$ cat config.mk
export PLATFORM = sky130hd
export DESIGN_NAME = debug_step_ctrl
export DESIGN_NICKNAME = d
export VERILOG_FILES = /design/src/rtl/dbg_defs_pkg.sv /design/src/rtl/dbg_sat_counter.sv /design/src/rtl/debug_step_ctrl.sv
export SDC_FILE = /design/constraint.sdc
export NUM_CORES = 1
export LEC_CHECK = 0
export BUFFER_PORTS_ARGS = -buffer_cell sky130_fd_sc_hd__buf_2
export CORE_MARGIN = 2
export CORE_UTILIZATION = 45
export DETAILED_ROUTE_END_ITERATION = 10
export GPL_ROUTABILITY_DRIVEN = 1
export HOLD_SLACK_MARGIN = 0.08
export PLACE_DENSITY = 0.75
export SLEW_MARGIN = 20
export SYNTH_ARGS = -nofsm -noshare
export SYNTH_HDL_FRONTEND = slang
export SYNTH_SLANG_ARGS = --single-unit
$ cat constraint.sdc
create_clock -name i_clock -period 2.35 [get_ports i_clock]
set_input_delay 0.1175 -clock i_clock [delete_from_list [all_inputs] [get_ports i_clock]]
set_output_delay 0.1175 -clock i_clock [all_outputs]
set_load 0.005 [all_outputs]
$ cat src/rtl/dbg_defs_pkg.sv
// Shared debug-unit definitions: UART command codes and controller state encoding.
package dbg_defs;

    localparam logic [7:0] CMD_RUN       = 8'hF0;
    localparam logic [7:0] CMD_DEBUG     = 8'hFC;
    localparam logic [7:0] CMD_NEXT      = 8'h01;
    localparam logic [7:0] CMD_END_DEBUG = 8'hF8;

    typedef enum logic [2:0] {
        ST_IDLE     = 3'd0,
        ST_RUN      = 3'd1,
        ST_DBG_IDLE = 3'd2,
        ST_STEP     = 3'd3,
        ST_DUMP     = 3'd4,
        ST_HALTED   = 3'd5
    } dbg_state_e;

    // States in which a command byte may be taken from the RX path.
    function automatic logic accepts_cmd(input dbg_state_e s);
        return (s == ST_IDLE) || (s == ST_DBG_IDLE) || (s == ST_HALTED);
    endfunction

endpackage

$ cat src/rtl/dbg_sat_counter.sv
// Up-counter with synchronous clear and enable that sticks at all-ones instead of wrapping.
module dbg_sat_counter #(
    parameter int CNT_W = 32
) (
    input  logic             i_clock,
    input  logic             i_reset,
    input  logic             clr_i,
    input  logic             en_i,
    output logic [CNT_W-1:0] cnt_o
);

    logic [CNT_W-1:0] cnt_q;
    logic [CNT_W-1:0] cnt_d;

    always_comb begin
        cnt_d = cnt_q;
        if (clr_i) begin
            cnt_d = '0;
        end else if (en_i && (cnt_q != '1)) begin
            cnt_d = cnt_q + CNT_W'(1);
        end
    end

    always_ff @(posedge i_clock or posedge i_reset) begin
        if (i_reset) begin
            cnt_q <= '0;
        end else begin
            cnt_q <= cnt_d;
        end
    end

    assign cnt_o = cnt_q;

endmodule

$ cat src/rtl/debug_step_ctrl.sv
// Debug-unit pipeline sequencer: free-run / single-step gating with state-dump handshake.
// Optional RUN-mode watchdog enabled by defining DBG_TIMEOUT_EN.
module debug_step_ctrl
    import dbg_defs::*;
#(
    parameter int          CNT_W      = 32,
    parameter int          STEP_LEN   = 1,
    parameter logic [31:0] MAX_CYCLES = 32'hFFFF_FFFF
) (
    input  logic             i_clock,
    input  logic             i_reset,
    input  logic             i_cmd_valid,
    input  logic [7:0]       i_cmd,
    output logic             o_cmd_ready,
    input  logic             i_halt,
    output logic             o_pipe_en,
    output logic             o_dump_req,
    input  logic             i_dump_done,
    output logic             o_halted,
    output logic             o_timeout,
    output logic [CNT_W-1:0] o_cycle_cnt
);

    localparam logic [3:0] STEP_INIT = 4'(STEP_LEN);

    dbg_state_e       state_q, state_d;
    dbg_state_e       ret_q, ret_d;
    logic [3:0]       step_q, step_d;
    logic             ready_q;
    logic             cmd_acc;
    logic             cnt_clr;
    logic             pipe_en;
    logic [CNT_W-1:0] cnt;

`ifdef DBG_TIMEOUT_EN
    localparam logic [CNT_W-1:0] TO_LIMIT = CNT_W'(MAX_CYCLES - 32'd1);
    logic timeout_q, timeout_d;
`else
    logic unused_max_cycles;
    assign unused_max_cycles = ^MAX_CYCLES;
`endif

    assign cmd_acc = i_cmd_valid && ready_q;
    assign pipe_en = (state_q == ST_RUN) || (state_q == ST_STEP);

    always_comb begin
        state_d = state_q;
        ret_d   = ret_q;
        step_d  = step_q;
        cnt_clr = 1'b0;
`ifdef DBG_TIMEOUT_EN
        timeout_d = timeout_q;
`endif
        case (state_q)
            ST_IDLE: begin
                if (cmd_acc && (i_cmd == CMD_RUN)) begin
                    state_d = ST_RUN;
                    cnt_clr = 1'b1;
                end else if (cmd_acc && (i_cmd == CMD_DEBUG)) begin
                    state_d = ST_DBG_IDLE;
                    cnt_clr = 1'b1;
                end
            end
            ST_RUN: begin
                if (i_halt) begin
                    state_d = ST_DUMP;
                    ret_d   = ST_HALTED;
`ifdef DBG_TIMEOUT_EN
                end else if (cnt == TO_LIMIT) begin
                    timeout_d = 1'b1;
                    state_d   = ST_DUMP;
                    ret_d     = ST_HALTED;
`endif
                end
            end
            ST_DBG_IDLE: begin
                if (cmd_acc && (i_cmd == CMD_NEXT)) begin
                    state_d = ST_STEP;
                    step_d  = STEP_INIT;
                end else if (cmd_acc && (i_cmd == CMD_END_DEBUG)) begin
                    state_d = ST_IDLE;
                end
            end
            ST_STEP: begin
                // A HALT retiring mid-step wins over the normal end of the step.
                if (i_halt) begin
                    state_d = ST_DUMP;
                    ret_d   = ST_HALTED;
                end else if (step_q == 4'd1) begin
                    state_d = ST_DUMP;
                    ret_d   = ST_DBG_IDLE;
                end else begin
                    step_d = step_q - 4'd1;
                end
            end
            ST_DUMP: begin
                if (i_dump_done) begin
                    state_d = ret_q;
                end
            end
            ST_HALTED: begin
                if (cmd_acc && (i_cmd == CMD_END_DEBUG)) begin
                    state_d = ST_IDLE;
                end
            end
            default: begin
                state_d = ST_IDLE;
            end
        endcase
    end

    // Ready is registered from the next state so it reads 0 while reset is held.
    always_ff @(posedge i_clock or posedge i_reset) begin
        if (i_reset) begin
            state_q <= ST_IDLE;
            ret_q   <= ST_IDLE;
            step_q  <= 4'd0;
            ready_q <= 1'b0;
        end else begin
            state_q <= state_d;
            ret_q   <= ret_d;
            step_q  <= step_d;
            ready_q <= accepts_cmd(state_d);
        end
    end

`ifdef DBG_TIMEOUT_EN
    always_ff @(posedge i_clock or posedge i_reset) begin
        if (i_reset) begin
            timeout_q <= 1'b0;
        end else begin
            timeout_q <= timeout_d;
        end
    end
    assign o_timeout = timeout_q;
`else
    assign o_timeout = 1'b0;
`endif

    dbg_sat_counter #(
        .CNT_W (CNT_W)
    ) u_cycle_cnt (
        .i_clock (i_clock),
        .i_reset (i_reset),
        .clr_i   (cnt_clr),
        .en_i    (pipe_en),
        .cnt_o   (cnt)
    );

    assign o_cmd_ready = ready_q;
    assign o_pipe_en   = pipe_en;
    assign o_dump_req  = (state_q == ST_DUMP);
    assign o_halted    = (state_q == ST_HALTED);
    assign o_cycle_cnt = cnt;

endmodule

== Word level (Yosys, flattened, before mapping) ==
Cells that the tools add are included.
Word-level totals
  output and inout port bits: 37
  word-level logic and storage cells: 63
  register bits after elaboration: 43
Cells by class
  multiplexer cells: 22
  $add $sub $neg: 2
  reduce and logical (&&, ||, !) cells: 16
  equality and inequality tests: 18
Operators with widths (number)
  two-way mux 32 bit: 2
  two-way mux 3 bit: 11
  adder 32 x 1 -> 32 bit (second input constant): 1
  inequality test 32 bit (second input constant): 1
  equality test 8 bit (second input constant): 3
  one-hot mux 3 bit (6 select lines): 1
  two-way mux 4 bit: 3
  equality test 3 x 2 -> 1 bit (second input constant): 3
  equality test 3 bit (second input constant): 3
  equality test 8 x 1 -> 1 bit (second input constant): 1
  inequality test 2 bit (second input constant): 4
  one-hot mux 4 bit (2 select lines): 1
  logical AND 1 bit: 6
  logical NOT 3 bit: 2
  one-hot mux 3 bit (2 select lines): 1
  nonzero test 2 bit: 3
  equality test 4 x 1 -> 1 bit (second input constant): 1
  AND reduction 4 bit: 1
  subtractor 4 x 1 -> 4 bit (second input constant): 1
  equality test 3 x 1 -> 1 bit (second input constant): 1
  logical OR 1 bit: 3
  two-way mux 1 bit: 3
  inequality test 3 x 2 -> 1 bit (second input constant): 1
  AND reduction 3 bit: 1

== Depth between registers and ports, before layout ==
Gate-level depths: netlist of the first run.
  depth in word-level cells: 8
  depth in mapped cells: 7

== Cells and area by module ==
From an unflattened synthesis of the first run, not the netlist that was laid out.
Unflattened totals
  cell total of the unflattened synthesis: 258
  area, all modules: 2404.8 µm²
By module, submodules not included
  dbg_sat_counter: area each 1740.4 µm², times used 1, cells each 186
  debug_step_ctrl: area each 664.4 µm², times used 1, cells each 72

== Worst setup path after synthesis of the first run ==
No wires, ideal clock.
  path type: reg2reg
  start point: reg u_cycle_cnt.cnt_q[2], in the netlist u_cycle_cnt.cnt_o[2]
  end point: reg u_cycle_cnt.cnt_q[4], in the netlist u_cycle_cnt.cnt_o[4]
  buffers on the path: 2
  data arrival time: 1.825 ns
  setup slack: 0.395 ns
  setup time: 0.130 ns
  stages on the path, launching flop included: 8
  cells stage by stage: dfrtp_1 nand4_2 or4_4 nor4_4 buf_6 buf_8 nor3_1 mux2i_1
On the way
  longest elaborated chain between the ends: 3
  elaborated cells between the ends (all ways): 6
  those cells by class: add/sub: 1; eq/ne: 1; mux: 2; reduce/logical: 2
RTL lines
  start: declaration: RTL line dbg_sat_counter.sv:12  | logic [CNT_W-1:0] cnt_q;
  start signal: assignment: RTL line dbg_sat_counter.sv:28  | cnt_q <= cnt_d;
  adder 32 x 1 -> 32 bit or inequality test 32 bit (tied branches): RTL line dbg_sat_counter.sv:20, dbg_sat_counter.sv:19
  two-way mux 32 bit or logical AND 1 bit (tied branches): RTL line dbg_sat_counter.sv:19  | end else if (en_i && (cnt_q != '1)) begin
  two-way mux 32 bit or nonzero test 2 bit (tied branches)
Parallel ways exist; a longest one is shown, timed or not. The select of a mux whose other input is x is not followed.
A chain may end at the register's enable or synchronous reset.

== Final worst setup path of the first run ==
  start point: reg u_cycle_cnt.cnt_q[2], in the netlist u_cycle_cnt.cnt_o[2]
  end point: reg u_cycle_cnt.cnt_q[26], in the netlist u_cycle_cnt.cnt_o[26]
The elaborated chain is that of the path after synthesis.

==> results of run 1 <==
[cell type report]
class	count	area share
Clock inverter	1	0.0104
Inverter	13	0.0169
Multi-Input combinational cell	200	0.438
Clock buffer	7	0.0264
Tap cell	70	0.0303
Sequential cell	42	0.363
Timing Repair Buffer	60	0.115
[report_power, final]
part / leakage (µW) / switching [µW] / internal [µW]
clock network: 0.0000524 / 255 / 318
logic: 0.000700 / 338 / 290
registers: 0.000459 / 172 / 838
total: 0.00121 / 764 / 1450
[registers in the layout (all words and copies together) (netlist names)]
| register | count |
|---|---|
| state_q | 3 |
| step_q | 4 |
| ret_q | 2 |
| u_cycle_cnt.cnt_o | 32 |
| o_cmd_ready | 1 |
[stage by stage]
stage,worst slack (ps),instances
final,187,393
after global routing,48.2,393
after CTS,77.2,393
after detailed placement,100,384
after global placement,187,384
after floorplan,395,265
[cell usage in the layout (no fill, tap or decap), types with 2 or more instances in the layout]
master / instances
or3_1: 13
clkbuf_1: 2
mux2i_1: 9
and3_1: 3
ha_1: 3
buf_4: 11
buf_2: 48
xnor2_1: 2
a21oi_1: 18
o21ai_0: 12
or2_2: 2
nand2b_1: 2
nand4_1: 9
and4_1: 2
o21ai_1: 3
o31ai_1: 11
o211ai_1: 8
nand3_1: 15
nor3_1: 11
inv_1: 13
or4_1: 9
clkbuf_8: 5
dfrtp_1: 42
nor4_1: 5
o22a_1: 2
nor2_1: 11
xor2_1: 2
nand2_1: 25
o21a_1: 2
or4b_2: 2
nand3b_1: 4
[final timing paths]
check                                                 start                                end  slack (ps)  cells after the start
setup / recovery           u_cycle_cnt.cnt_o[2]$_DFFE_PP0P_  u_cycle_cnt.cnt_o[26]$_DFFE_PP0P_         190                      5
hold / removal                                       i_halt               ret_q[0]$_DFFE_PP0P_         160                      3
setup reg to reg           u_cycle_cnt.cnt_o[2]$_DFFE_PP0P_  u_cycle_cnt.cnt_o[26]$_DFFE_PP0P_         190                      5
hold reg to reg                        ret_q[1]$_DFFE_PP0P_               ret_q[1]$_DFFE_PP0P_         480                      1
max in group asynchronous                           i_reset   u_cycle_cnt.cnt_o[8]$_DFFE_PP0P_        1460                      4
min in group asynchronous                           i_reset  u_cycle_cnt.cnt_o[11]$_DFFE_PP0P_         500                      4
[routing by layer]
layer  share of wire  GRT usage
met5               0          0
met1            0.47      0.256
met3           0.044     0.0349
met4          0.0091     0.0429
met2            0.48      0.316
[kinds of logic after synthesis]
logic type / after synthesis / share of synthesized area
fa+ha+maj: 3 / 0.0154
xor+xnor: 4 / 0.0144
buf+inv: 23 / 0.0489
other cells: 1 / 0.00154
mux: 9 / 0.0371
flops: 42 / 0.432
simple gates: 123 / 0.297
compound gates: 60 / 0.153
[critical path: cells and delay by family (launching register included)]
kind             cells  cell delay [ps]
flip-flops           1              470
AND/OR/NAND/NOR      4             1460
AO/OA/AOI/OAI        1              170
[repair_timing]
item | CTS | global route
endpoints found under the setup margin | 0 | 6
endpoints found under the hold margin | 42 | 0
gates resized for setup | 0 | 1
hold buffers | 1 | 0
==> impl_summary.txt, run 1 <==
----------------------------------------------------
[Layout]
  Combined area of the multi-input logic cells ... 1270 µm²
  Final core utilization ... 0.559
  Number of nets in the layout ... 338
  Relative area change from synthesis to final layout ... 19.0%
  Fill count ... 489
  Non-Filler Cell Area, Final ... 2890 µm²
  Total area of sequential cells ... 1050 µm²
  Fraction of layout cells with a size suffix above 1 ... 0.229
  Diode count ... 0

[Logic synthesis]
  Most common cell in the netlist ... dfrtp_1
  Area of the mapped netlist ... 2430 µm²
  Synth warnings ... 0
  Number of instances in the synthesized netlist ... 265
  #FFs+latches synth ... 42
  Ranking of synthesized cells by area ... dfrtp_1 (43%), nand2_1 (3.9%), a21oi_1 (3.7%), mux2i_1 (3.7%), o31ai_1 (3.7%)
  Avg Inst Size Synth ... 9.17 µm²
  Number of enable-type register cells in the synthesized netlist ... 0
  Library cell with the largest summed area after synthesis ... dfrtp_1
  Sequential-to-total area share from yosys stat ... 0.432
  Count of distinct cell types in the synthesized netlist ... 47
  Synth async-reset ratio ... 1.00
  Most common flop cell mapped by yosys ... dfrtp_1
  Net count after synthesis ... 281
  Top cell type's share of synthesized area ... 0.432
  Most frequent cells after synthesis ... dfrtp_1 (42), nand2_1 (25), a21oi_1 (18)

[Routing]
  Via/cell ratio ... 5.70
  Detailed router's first-iteration violation count ... 104
  Post-route DRC ... 0
  Routed wire length ... 5.71 mm
  Iteration count of the initial detailed-routing pass ... 4
  Average wire per cell in the routed design ... 14.5 µm
  Total number of vias ... 2239
  Antenna-violating nets left ... 0

[Global route]
  Pin count of the biggest net entering global routing ... 43
  Final global-route overflow total ... 0
  Global-route wire length before repair ... 9.32 mm
  All-Layer GR Usage ... 0.189
  Initial antenna violation count ... 0
  Vias in the first global route ... 2026

[Critical path]
  Worst EP required ... 2570 ps
  Critical Path, Cell by Cell ... nand4_2 > nor4_1 > nand4_1 > or3_1 > a21oi_1
  Kind of launch point of the worst setup path ... flip-flop
  Slowest stage cell, crit path ... nor4_1
  Crit path DAT ... 2380 ps
  Top fanout value on the critical path ... 8
  Crit path capture type ... flip-flop
  Maximum cell stage delay along the critical path ... 560 ps
  Category of the critical setup timing path ... reg -> reg

[STA]
  Skew final ... 9.70 ps
  Final-layout worst hold slack ... 156 ps
  Hold Violations, Final ... 0
  Minimum period implied by the final worst setup slack ... 2160 ps
  Total of endpoints with negative setup slack in the final report ... 0
  Unrepaired setup endpoints after global routing ... false
  F_max ... 462 MHz
  Setup_tns ... 0 ps
  Slew at the pin closest to its max-slew limit ... 678 ps
  Period utilization ... 0.920
  Number of pins exceeding their max-slew limit in the final report ... 0
  Relative max-transition margin ... 0.545

[Clocking]
  H-tree levels ... 2
  Clk sinks ... 42
  CTS tree ... done
  CTS clock-pin slew for the worst setup and hold paths ... 80 ps
  Inserted Clock Buffers ... 5
  Clock root buffer ... clkbuf_8
  Later-pin clock latency in the skew report ... 300 ps
  Post-CTS Setup Inserts ... 0
  Maximum buffer depth of the clock tree ... 2

[Placed design]
  PortBufs ... 48
  Final weighted congestion of routability-driven global placement ... 0.806
  Area after DPL ... 2770 µm²
  Final HPWL DP ... 4.10 mm

[Floorplanning]
  I/O pin total ... 50
  Overall die area ... 6010 µm²
  Starting utilization of the core area ... 0.470
  Width of the chip ... 77.5 µm
  Area inside the core boundary ... 5170 µm²
  Height of the chip ... 77.5 µm
  Row cnt ... 26

[Run status]
  Run status ... completed

[Power]
  Total chip power ... 2210 µW
  Leakage component of the power ... 0.00121 µW
  Cell area power density ... 764 nW/µm²
  Largest vdd supply drop ... 0.000441 V

[Min path]
  Type of the tightest min-delay check ... in -> reg

[Job]
  Max-cap violation count ... 0

----------------------------------------------------
No activity file was read; power rests on OpenSTA's default activity.
==> run 2, diff against run 1 <==
- CELL_PAD_IN_SITES_DETAIL_PLACEMENT: default -> 1
- CELL_PAD_IN_SITES_GLOBAL_PLACEMENT: default -> 1
- CORE_UTILIZATION: 45 -> 41
- PLACE_DENSITY: 0.75 -> 0.86
- clock period: 2.35 -> 2.3 ns (I/O delays scaled with it)
==> run 2 against run 1 <==
  * Sequential power is essentially flat
  * Largest power group unchanged
  * Utilization decreased by 5.1 points
  * Clock power shrank 18%
  * Highest routed layer unchanged
==> impl_summary.txt, run 2 (same netlist as run 1, synthesis figures left out) <==
----------------------------------------------------
[Clocking]
  Clock root buffer ... clkbuf_8
  Clk sinks ... 42
  Maximum buffer depth of the clock tree ... 2
  CTS tree ... done
  H-tree levels ... 2
  CTS clock-pin slew for the worst setup and hold paths ... 80 ps
  Inserted Clock Buffers ... 5
  Later-pin clock latency in the skew report ... 310 ps
  Post-CTS Setup Inserts ... 0

[Critical path]
  Crit path DAT ... 2370 ps
  Register-to-register setup slack ... 160 ps
  Worst r2r src ... state_q[2]$_DFF_PP0_
  Crit path capture type ... flip-flop
  Reg2reg end ... u_cycle_cnt.cnt_o[19]$_DFFE_PP0P_
  R2R cell count ... 6
  Kind of launch point of the worst setup path ... flip-flop
  Top fanout value on the critical path ... 10
  Launch point of the critical path ... state_q[2]$_DFF_PP0_
  Category of the critical setup timing path ... reg -> reg
  Worst EP required ... 2520 ps
  Endpoint of the most critical setup path ... u_cycle_cnt.cnt_o[19]$_DFFE_PP0P_

[Routing]
  Total number of vias ... 2348
  Detailed router's first-iteration violation count ... 64
  Highest metal layer with signal wires ... met4
  Routed wire length ... 6.72 mm
  M1 wire length ... 3.02 mm
  Antenna-violating nets left ... 0
  Iteration count of the initial detailed-routing pass ... 4
  Via/cell ratio ... 5.80
  Routed length on met3 ... 236 µm
  Post-route DRC ... 0
  Average wire per cell in the routed design ... 16.6 µm
  Met2 WL ... 3.39 mm

[Power]
  Net switching power ... 830 µW
  Leakage component of the power ... 0.00124 µW
  Combinational fraction of design power ... 0.336
  Clock Power Share ... 0.209
  Cell internal power dissipation ... 1410 µW
  Cell area power density ... 756 nW/µm²
  Sequential cell fraction of total power ... 0.455
  Largest vdd supply drop ... 0.000367 V
  Fraction of power spent switching nets ... 0.371

[Layout]
  Diode count ... 0
  Final core utilization ... 0.508
  Leading cell type in the layout, fill and taps excluded ... buf_2
  Fraction of layout cells with a size suffix above 1 ... 0.258
  Commonest non-fill, non-tap cells in the layout ... buf_2 (48), dfrtp_1 (42), nand2_1 (25)
  Non-Filler Cell Area, Final ... 2960 µm²
  Number of flip-flops in the largest register ... 32
  Number of nets in the layout ... 346
  Relative area change from synthesis to final layout ... 21.6%

[Floorplanning]
  Height of the chip ... 81.0 µm
  Starting utilization of the core area ... 0.418
  Row cnt ... 28
  Overall die area ... 6560 µm²
  I/O pin total ... 50
  Area inside the core boundary ... 5820 µm²
  Width of the chip ... 81.0 µm

[STA]
  Period utilization ... 0.932
  Slew at the pin closest to its max-slew limit ... 697 ps
  Hold Violations, Final ... 0
  Unrepaired setup endpoints after global routing ... false
  Minimum period implied by the final worst setup slack ... 2140 ps
  F_max ... 467 MHz
  Number of pins exceeding their max-slew limit in the final report ... 0
  Total of endpoints with negative setup slack in the final report ... 0
  Setup_tns ... 0 ps
  Skew final ... 8.43 ps
  Relative max-transition margin ... 0.532

[Run status]
  Run status ... completed

[Global route]
  Final global-route overflow total ... 0
  All-Layer GR Usage ... 0.220
  Vias in the first global route ... 2280
  Initial antenna violation count ... 0
  Pin count of the biggest net entering global routing ... 43
  Global-route wire length before repair ... 11.3 mm

[Placed design]
  Area after DPL ... 2850 µm²
  Final weighted congestion of routability-driven global placement ... 0.766
  PortBufs ... 48
  Final HPWL DP ... 4.89 mm

[Job]
  Max-cap violation count ... 0

[Min path]
  Type of the tightest min-delay check ... in -> reg

----------------------------------------------------
==> run 2: cell types whose count changed in the layout (fill, tap and decap cells not counted), sizes merged <==
cell / change
clkbuf: -2
bufinv: -1
buf: +8
clkinv: +2
==> run 2: layout make-up <==
class	count	area, µm²
multi-input combinational	200	1280
clock inverter	2	10.0
clock buffer	5	68.8
sequential	42	1050
fill	734	2860
tap	75	93.8
timing repair buffer	68	405
inverter	13	48.8
==> run 2: metrics by stage <==
step	std cells	hold WS, ps	total power (µW)	worst slack, ps
3_5_place_dp	397	289	1770	-33.5
6_report	405	147	2240	157
2_1_floorplan	265	291	1420	345
3_3_place_gp	397	285	1720	101
5_1_grt	405	175	2390	43.4
4_1_cts	405	143	2250	141
==> run 2: worst min path at each step <==
stage | from | end | slack (ps) | cells past startpoint
final | i_dump_done | state_q[1]$_DFF_PP0_ | 150 | 3
after global routing | i_dump_done | state_q[1]$_DFF_PP0_ | 180 | 3
after CTS | i_dump_done | state_q[1]$_DFF_PP0_ | 140 | 3
after detailed placement | i_reset | u_cycle_cnt.cnt_o[5]$_DFFE_PP0P_ | 290 | 3
after global placement | i_reset | u_cycle_cnt.cnt_o[2]$_DFFE_PP0P_ | 280 | 3
after floorplan | i_halt | ret_q[0]$_DFFE_PP0P_ | 290 | 2
==> run 2: per-layer routing <==
metal / up-vias / track usage
met5: - / 0
met2: 41 / 0.374
met4: 0 / 0.0610
met1: 1183 / 0.288
met3: 5 / 0.0378
li1: 1119 / -
==> run 2: repair_timing <==
item	in CTS	in global routing
hold buffers	1	0
gates resized for setup	1	2
cloned	0	0
setup endpoints to repair	5	7
hold endpoints to repair	42	0
==> run 2: critical path: stages, from the launching register on <==
cell	delay (ps)
dfrtp_1	470
nand2b_1	290
inv_1	120
and3_1	280
nand2_1	250
or4_1	480
a21oi_1	180
==> run 2: power groups by stage <==
stage	combinational, µW	clock (µW)	sequential, µW
after global routing	837	512	1040
final	751	468	1020
after CTS	756	481	1020
after detailed placement	745	0	1030
after floorplan	417	0	1010
after global placement	709	0	1020
==> run 3, diff against run 2 <==
- REMOVE_ABC_BUFFERS: default -> 1
==> run 3 against run 2 <==
  * Hold slack improved by 26 ps
  * First-iteration DRC count rose by 130%
  * Non-clock buffer count shrank 1
  * Wire length decreased by 0.76%
  * Global-route usage down 0.30 points
  * Utilization is 0.17 points lower
  * Worst setup slack gained 8.9 ps
  * Maximum frequency is 0.42% higher
  * Critical endpoint is now o_cmd_ready$_DFF_PP0_
==> impl_summary.txt, run 3 (same netlist as run 1, synthesis figures left out) <==
----------------------------------------------------
[Placed design]
  DP Cell Count ... 396
  Final weighted congestion of routability-driven global placement ... 0.856
  Final HPWL DP ... 4.88 mm
  PortBufs ... 48

[Routing]
  Post-route DRC ... 0
  Via/cell ratio ... 5.75
  Antenna-violating nets left ... 0
  Iteration count of the initial detailed-routing pass ... 4
  Total number of vias ... 2322
  Routed wire length ... 6.67 mm
  Average wire per cell in the routed design ... 16.5 µm
  Detailed router's first-iteration violation count ... 146

[Floorplanning]
  Width of the chip ... 81.0 µm
  Area inside the core boundary ... 5820 µm²
  Starting utilization of the core area ... 0.418
  Row cnt ... 28
  Overall die area ... 6560 µm²
  Height of the chip ... 81.0 µm
  I/O pin total ... 50

[Global route]
  Vias in the first global route ... 2311
  Initial antenna violation count ... 0
  All-Layer GR Usage ... 0.217
  Global-route wire length before repair ... 11.1 mm
  Final global-route overflow total ... 0
  Pin count of the biggest net entering global routing ... 43

[STA]
  Unrepaired setup endpoints after global routing ... false
  Hold Violations, Final ... 0
  Skew final ... 5.66 ps
  Slew at the pin closest to its max-slew limit ... 673 ps
  Minimum period implied by the final worst setup slack ... 2130 ps
  F_max ... 469 MHz
  Period utilization ... 0.928
  Total of endpoints with negative setup slack in the final report ... 0
  Relative max-transition margin ... 0.549
  Number of pins exceeding their max-slew limit in the final report ... 0

[Clocking]
  Clk sinks ... 42
  Later-pin clock latency in the skew report ... 290 ps
  CTS tree ... done
  Clock root buffer ... clkbuf_8
  Maximum buffer depth of the clock tree ... 2
  Inserted Clock Buffers ... 5
  CTS clock-pin slew for the worst setup and hold paths ... 80 ps
  H-tree levels ... 2
  Post-CTS Setup Inserts ... 0

[Layout]
  Leading cell type in the layout, fill and taps excluded ... buf_2
  Number of nets in the layout ... 345
  Diode count ... 0
  Number of flip-flops in the largest register ... 32
  Final Instance Count excl. Fillers ... 404
  Commonest non-fill, non-tap cells in the layout ... buf_2 (48), dfrtp_1 (42), nand2_1 (25)
  Fraction of layout cells with a size suffix above 1 ... 0.249
  Final core utilization ... 0.507
  Relative area change from synthesis to final layout ... 21.2%

[Power]
  Leakage component of the power ... 0.00123 µW
  Cell area power density ... 753 nW/µm²
  Largest vdd supply drop ... 0.000321 V

[Critical path]
  Crit path DAT ... 2350 ps
  Buf/Inv on CP ... 0
  Kind of launch point of the worst setup path ... flip-flop
  Slowest stage cell, crit path ... or4b_2
  Worst EP required ... 2520 ps
  Critical Path, Cell by Cell ... or4b_2 > nor4_2 > nor2_1 > nand3_1 > mux2i_1
  Crit path capture type ... flip-flop
  Top fanout value on the critical path ... 9
  Maximum cell stage delay along the critical path ... 630 ps
  Largest delay share family, worst path ... simple AND/OR/NAND/NOR gates
  Category of the critical setup timing path ... reg -> reg

[Job]
  Max-cap violation count ... 0

[Run status]
  Run status ... completed

[Min path]
  Type of the tightest min-delay check ... in -> reg

----------------------------------------------------
## run 3: cell count changes in the layout (fill, tap and decap cells not counted), sizes merged
cell and delta:
clkbuf +2, buf -1, clkinv -2
## run 3: worst reg2reg max path, cell delays in order (launching register included)
cell     delay [ps]
dfrtp_1         490
or4b_2          630
nor4_2          400
nor2_1          210
nand3_1         150
mux2i_1         180
## run 3: report_power, final
part	switching, µW	internal (µW)
Combinational	393	344
Sequential	162	856
Clock	254	210
Total	810	1410
## run 3: area by class of cell
class	instances	area [µm²]
inverter	13	48.8
tap	75	93.8
timing repair buffer	67	398
multi-input combinational	200	1280
clock buffer	7	76.3
fill	728	2870
sequential	42	1050
## run 3: metal layers
layer,global-route usage,vias up,wire [µm]
li1,-,1127,-
met1,0.291,1138,3060
met2,0.360,49,3260
met3,0.0411,8,274
met4,0.0542,0,76
met5,0,-,0
## run 3: path summary, 6_finish.rpt
kind,startpoint,to,slack [ps],depth (start not counted)
worst max-delay path,state_q[1]$_DFF_PP0_,o_cmd_ready$_DFF_PP0_,170,5
worst min-delay path,i_dump_done,state_q[1]$_DFF_PP0_,170,3
worst max register to register,state_q[1]$_DFF_PP0_,o_cmd_ready$_DFF_PP0_,170,5
worst min register to register,ret_q[1]$_DFFE_PP0P_,ret_q[1]$_DFFE_PP0P_,490,1
max in group asynchronous,i_reset,u_cycle_cnt.cnt_o[16]$_DFFE_PP0P_,1430,4
min in group asynchronous,i_reset,state_q[1]$_DFF_PP0_,480,4
## run 3: what timing repair did
item                                   4_1_cts  5_1_grt
gates resized for setup                      1        2
endpoints found under the hold margin       42        0
setup endpoints to repair                    4        8
hold buffers                                 1        0
## run 3: metrics by stage
step	area [µm²]	power, µW	setup WS, ps	hold WS [ps]	setup TNS (ps)
3_5_place_dp	2840	1760	-87.5	285	-268
3_3_place_gp	2840	1730	159	288	0
5_1_grt	2950	2390	8.22	191	0
4_1_cts	2930	2230	78.6	171	0
2_1_floorplan	2360	1420	-31.6	291	-245
6_report	2950	2220	166	172	0
